--- src/rtl/wb_dest_pipe.sv ---
// Destination-register tracker: decodes the write target, carries it E..W, flags RAW hazards.
// Latency: register-file write lands DEPTH clk edges after decode; hazard/stall/forward outputs are combinational from stage state.
// Backpressure: the pipe never freezes; stall/flush only replace the decode entry with a bubble. Optional feature: WA_FWD_EN.
module wb_dest_pipe #(
  parameter int          DEPTH   = 3,
  parameter logic [4:0]  RA_ADDR = 5'd31
) (
  input  logic                         clk,
  input  logic                         reset,
  input  logic [31:0]                  instr_d,
  input  logic [1:0]                   wa_sel_d,
  input  logic                         is_load_d,
  input  logic                         stall,
  input  logic                         flush,
  output logic [4:0]                   wa_wb,
  output logic                         we_wb,
  output logic                         hazard_rs,
  output logic                         hazard_rt,
  output logic                         stall_req,
  output logic [$clog2(DEPTH+1)-1:0]   pending_cnt
`ifdef WA_FWD_EN
  ,
  output logic [$clog2(DEPTH+1)-1:0]   fwd_rs_sel,
  output logic [$clog2(DEPTH+1)-1:0]   fwd_rt_sel
`endif
);

  localparam int CW = $clog2(DEPTH+1);

  logic [4:0]       rs_d, rt_d, rd_d;
  logic [4:0]       dest_d;
  logic             valid_d;
  logic             vld_0_next;
  logic [CW-1:0]    cnt_next;

  logic [DEPTH-1:0] vld_q;
  logic [DEPTH-1:0] ld_q;
  logic [4:0]       addr_q [DEPTH];

  assign rs_d = instr_d[25:21];
  assign rt_d = instr_d[20:16];
  assign rd_d = instr_d[15:11];

  // Opcode/function bits are irrelevant here; the W-stage load flag is carried but never consumed.
  logic unused_bits;
  assign unused_bits = ^{instr_d[31:26], instr_d[10:0], ld_q};

  // Destination select; "no write" maps to $0 so it is filtered by valid_d.
  always_comb begin
    dest_d = 5'd0;
    case (wa_sel_d)
      2'b00:   dest_d = rd_d;
      2'b01:   dest_d = rt_d;
      2'b10:   dest_d = RA_ADDR;
      default: dest_d = 5'd0;
    endcase
  end

  assign valid_d    = (wa_sel_d != 2'b11) && (dest_d != 5'd0);
  assign vld_0_next = valid_d && !(stall || flush);

  // Occupancy after the coming edge: new stage-0 entry plus stages 0..DEPTH-2 shifting down.
  always_comb begin
    cnt_next = CW'(vld_0_next);
    for (int k = 0; k < DEPTH-1; k++) begin
      cnt_next = cnt_next + CW'(vld_q[k]);
    end
  end

  // Stage shift register; stage 0 takes the decode entry or a bubble, later stages always advance.
  always_ff @(posedge clk or posedge reset) begin
    if (reset) begin
      vld_q       <= '0;
      ld_q        <= '0;
      pending_cnt <= '0;
      for (int k = 0; k < DEPTH; k++) begin
        addr_q[k] <= 5'd0;
      end
    end else begin
      vld_q[0]    <= vld_0_next;
      ld_q[0]     <= vld_0_next && is_load_d;
      addr_q[0]   <= vld_0_next ? dest_d : 5'd0;
      for (int k = 1; k < DEPTH; k++) begin
        vld_q[k]  <= vld_q[k-1];
        ld_q[k]   <= ld_q[k-1];
        addr_q[k] <= addr_q[k-1];
      end
      pending_cnt <= cnt_next;
    end
  end

  assign wa_wb = addr_q[DEPTH-1];
  assign we_wb = vld_q[DEPTH-1];

  // RAW hazard against stages E..W-1; W writes in the first half-cycle so it is excluded.
  always_comb begin
    hazard_rs = 1'b0;
    hazard_rt = 1'b0;
    for (int k = 0; k < DEPTH-1; k++) begin
      if (vld_q[k] && (addr_q[k] == rs_d) && (rs_d != 5'd0)) hazard_rs = 1'b1;
      if (vld_q[k] && (addr_q[k] == rt_d) && (rt_d != 5'd0)) hazard_rt = 1'b1;
    end
  end

`ifdef WA_FWD_EN
  // Forward source select: scan oldest to youngest so the youngest match wins.
  always_comb begin
    fwd_rs_sel = '0;
    fwd_rt_sel = '0;
    for (int k = DEPTH-1; k >= 0; k--) begin
      if (vld_q[k] && (addr_q[k] == rs_d) && (rs_d != 5'd0)) fwd_rs_sel = CW'(k+1);
      if (vld_q[k] && (addr_q[k] == rt_d) && (rt_d != 5'd0)) fwd_rt_sel = CW'(k+1);
    end
  end

  // Only a load still in E cannot be forwarded yet; anything else is bypassed.
  assign stall_req = ld_q[0] && ((fwd_rs_sel == CW'(1)) || (fwd_rt_sel == CW'(1)));
`else
  // Without a bypass network every pending write to a source operand must be waited out.
  assign stall_req = hazard_rs || hazard_rt;
`endif

endmodule

--- config.mk ---
export PLATFORM = sky130hd
export DESIGN_NAME = wb_dest_pipe
export DESIGN_NICKNAME = d
export VERILOG_FILES = /design/src/rtl/wb_dest_pipe.sv
export SDC_FILE = /design/constraint.sdc
export NUM_CORES = 1
export LEC_CHECK = 0
export CAP_MARGIN = 20
export CORE_MARGIN = 5
export CORE_UTILIZATION = 35
export CTS_CLUSTER_SIZE = 40
export DETAILED_ROUTE_END_ITERATION = 7
export PLACE_DENSITY = 0.75
export SKIP_CTS_REPAIR_TIMING = 1
export SLEW_MARGIN = 20
export SYNTH_ARGS = -nofsm -noshare
export SYNTH_HDL_FRONTEND = slang
export SYNTH_SLANG_ARGS = --single-unit
export TNS_END_PERCENT = 50
--- constraint.sdc ---
create_clock -name clk -period 1.4 [get_ports clk]
set_input_delay 0.35 -clock clk [delete_from_list [all_inputs] [get_ports clk]]
set_output_delay 0.35 -clock clk [all_outputs]
set_load 0.005 [all_outputs]
==> impl_metrics.yaml, run 1 <==
run_status:
  status: "complete, but fails checks"
  violations: "negative setup slack"
min_path:
  hold_class: "in -> reg"
  worstHoldEndpoint: "addr_q[11]$_DFF_PP0_"
  hp-start: "instr_d[17]"
  min_path_cells: 3
place:
  place_congestion: 0.877
  port_buffers: 31
  place_ws_ns: -1.16
  dpl.hpwl_microns: 1730
finish:
  area_delta_synth_final_pct: 53.7
  drive_gt1_share_pct: 26.1
  final_core_util_pct: 55.4
  nNetsFinal: 179
  n_antenna_cell: 0
  fillers: 248
setup_path:
  rr_startpoint: "vld_q[0]$_DFF_PP0_"
  r2r_setup_slack_ns: 0.16
  critPathCaptureType: "output port"
  startpoint_type: "flip-flop"
  required_ns: 1.05
  cp.arrival_ns: 1.84
  r2r_cells: 4
  r2r_end: "pending_cnt[0]$_DFF_PP0_"
  path_max_fanout: 3
  crit_type: "reg -> out"
power:
  peakVddDrop_mv: 0.579
  powerDensity_nw_per_um2: 893
  leakage_uw: 0.000871
  power.total_uw: 1350
clock_tree:
  root_buffer: "clkbuf_4"
  cts_buffers: 3
  cts_tree: "yes"
  worstSkewPairLatency_ns: 0.31
  numClockSinks: 20
  cts_max_level: 1
  clk_pin_slew_ns: 0.12
  cts_max_path_buffers: 2
timing:
  min_period_ns: 2.19
  fin_crit_sh_pct: 156
  finalMaxSlewViolations: 0
  skew_ns: 0.00132
  tns_ns: -2.48
  rsz0062_at_grt: "true"
  tightest_slew_ns: 0.274
  clock.fmax_mhz: 457
  hold_ws_ns: 0.278
  relSlewSlack_pct: 81.7
  finalSetupViolCount: 5
  layout_setup_ws_ns: -0.790
  hold_violations: 0
floorplan:
  die-height_microns: 63.1
  io_pins: 50
  dieArea_sq_um: 3980
  rows: 19
  die_w_microns: 63.1
  initial_core_util_pct: 36.1
  core_area_sq_um: 2730
detailed_routing:
  drt_wl_total_microns: 2260
  ant_nets: 0
  wire_per_inst_microns: 13.4
  vias_per_cell: 4.88
  drc: 0
  drt_iter0_drc: 18
  route.vias.total: 824
  drtPass1Iterations: 4
job:
  max_cap_viol_count: 0
synth:
  yosysWarnings: 0
  synth_top_area_cell: "dfrtp_1"
  synth_edf_count: 0
  yosysSeqAreaShare_pct: 50.8
  avgSynthCellArea_sq_um: 10.4
  yosysUniqueCellTypes: 21
  synth_nets: 135
  netlist_instances: 95
  syn-cell-area_sq_um: 986
  ys_seq_elements: 20
  async_reset_ff_share_pct: 100
  synth_flop_cell: "dfrtp_1"
  synthTopCellsByArea: "dfrtp_1, xor2_1, nor2_1, buf_4, nor4_1"
  synth_top_area_share_pct: 50.8
global_route:
  antenna_found_initial: 0
  grt_pass1_vias: 851
  grt_first_pass_wirelength_microns: 3620
  grt_start_max_net_pins: 21
  grt.overflow.total: 0
  track_usage_pct: 11.2
## state kept, by name, indices dropped and copies added (netlist names)
| register | flops |
|---|---|
| addr_q | 10 |
| pending_cnt | 2 |
| vld_q | 3 |
| wa_wb | 5 |
## per-stage QoR
| stage | cells | cell area (sq um) |
|---|---|---|
| floorplan | 95 | 995 |
| finish | 169 | 1520 |
| global placement | 162 | 1380 |
| detailed placement | 162 | 1380 |
| CTS | 166 | 1430 |
| global route | 169 | 1520 |
## cells in the final DEF (no fill, tap or decap)
cell type,instances
o22ai_2,1
a32oi_1,2
nor2_1,20
a21oi_1,5
a221o_1,1
nor4_2,3
inv_2,2
buf_6,5
or2_4,1
a221oi_1,1
or2_1,1
fa_2,1
nor2b_1,1
dfrtp_1,20
xor2_1,18
dlymetal6s2s_1,12
bufinv_16,1
clkdlybuf4s50_1,12
nor2_4,1
buf_8,1
xnor2_1,2
nor4_1,2
inv_1,3
nor3_1,1
or4_1,1
buf_2,4
or4_4,1
buf_4,12
clkbuf_4,3
## report_power, final
| part | total (uW) | switching, uW | internal [uW] |
|---|---|---|---|
| clock network | 481 | 191 | 290 |
| registers | 623 | 17.5 | 606 |
| logic | 250 | 107 | 143 |
| total | 1350 | 315 | 1040 |
## cell usage after synthesis (2+ instances only)
master    n
a21oi_1   5
a32oi_1   2
buf_4     5
dfrtp_1  20
inv_1     5
nor2_1   20
nor4_1    5
or4_1     2
xnor2_1   2
xor2_1   18
## routing by layer
layer	global-route usage, %	part of all wire, %	up-vias
met5	0	0	-
met4	5.57	2.7	0
met3	3.55	6.3	8
met2	17.9	47	37
met1	13.4	44	382
li1	-	-	397
## worst max-delay path by stage
stage                          from                  endpoint  slack [ns]  cells after the start
3_5_place_dp            instr_d[23]                 stall_req       -1.16                      6
6_report       addr_q[11]$_DFF_PP0_                 stall_req       -0.79                      7
3_3_place_gp            instr_d[17]                 stall_req       -1.10                      6
2_1_floorplan           instr_d[17]  pending_cnt[0]$_DFF_PP0_       -0.37                      6
5_1_grt        addr_q[11]$_DFF_PP0_                 stall_req       -0.88                      7
4_1_cts                 instr_d[23]                 stall_req       -1.18                      6
## worst max-delay path: stages, from the launching register on
cell,delay [ns]
dfrtp_1,0.43
buf_6,0.13
xor2_1,0.13
nor4_1,0.29
a32oi_1,0.19
buf_4,0.17
o22ai_2,0.07
buf_2,0.13
## kinds of logic after synthesis
kind of cell | Yosys count | synth area share (%)
AO/OA/AOI/OAI | 10 | 6.85
XOR/XNOR | 20 | 17.8
adder cells (fa/ha/maj) | 1 | 2.03
buffers and inverters | 12 | 7.23
flip-flops | 20 | 50.8
AND/OR/NAND/NOR | 32 | 15.4
## layout make-up
cell class | count | area [sq um] | area share, %
Sequential cell | 20 | 500 | 33.0
Multi-Input combinational cell | 63 | 453 | 29.9
Timing Repair Buffer | 46 | 452 | 29.8
Tap cell | 31 | 38.8 | 2.56
Clock inverter | 1 | 30.0 | 1.98
Clock buffer | 3 | 22.5 | 1.49
Inverter | 5 | 18.8 | 1.24
Power figures use the tool's default switching activity.
==> inputs of run 2 (changes only) <==
--- a/config.mk
+++ b/config.mk
@@ -8,6 +8,7 @@
 export CAP_MARGIN = 20
 export CORE_MARGIN = 5
 export CORE_UTILIZATION = 35
+export CTS_CLUSTER_DIAMETER = 60
 export CTS_CLUSTER_SIZE = 40
 export DETAILED_ROUTE_END_ITERATION = 7
 export PLACE_DENSITY = 0.75
==> results of run 2 <==
Same layout as run 1: the final DEF is identical, and so are final timing and power.
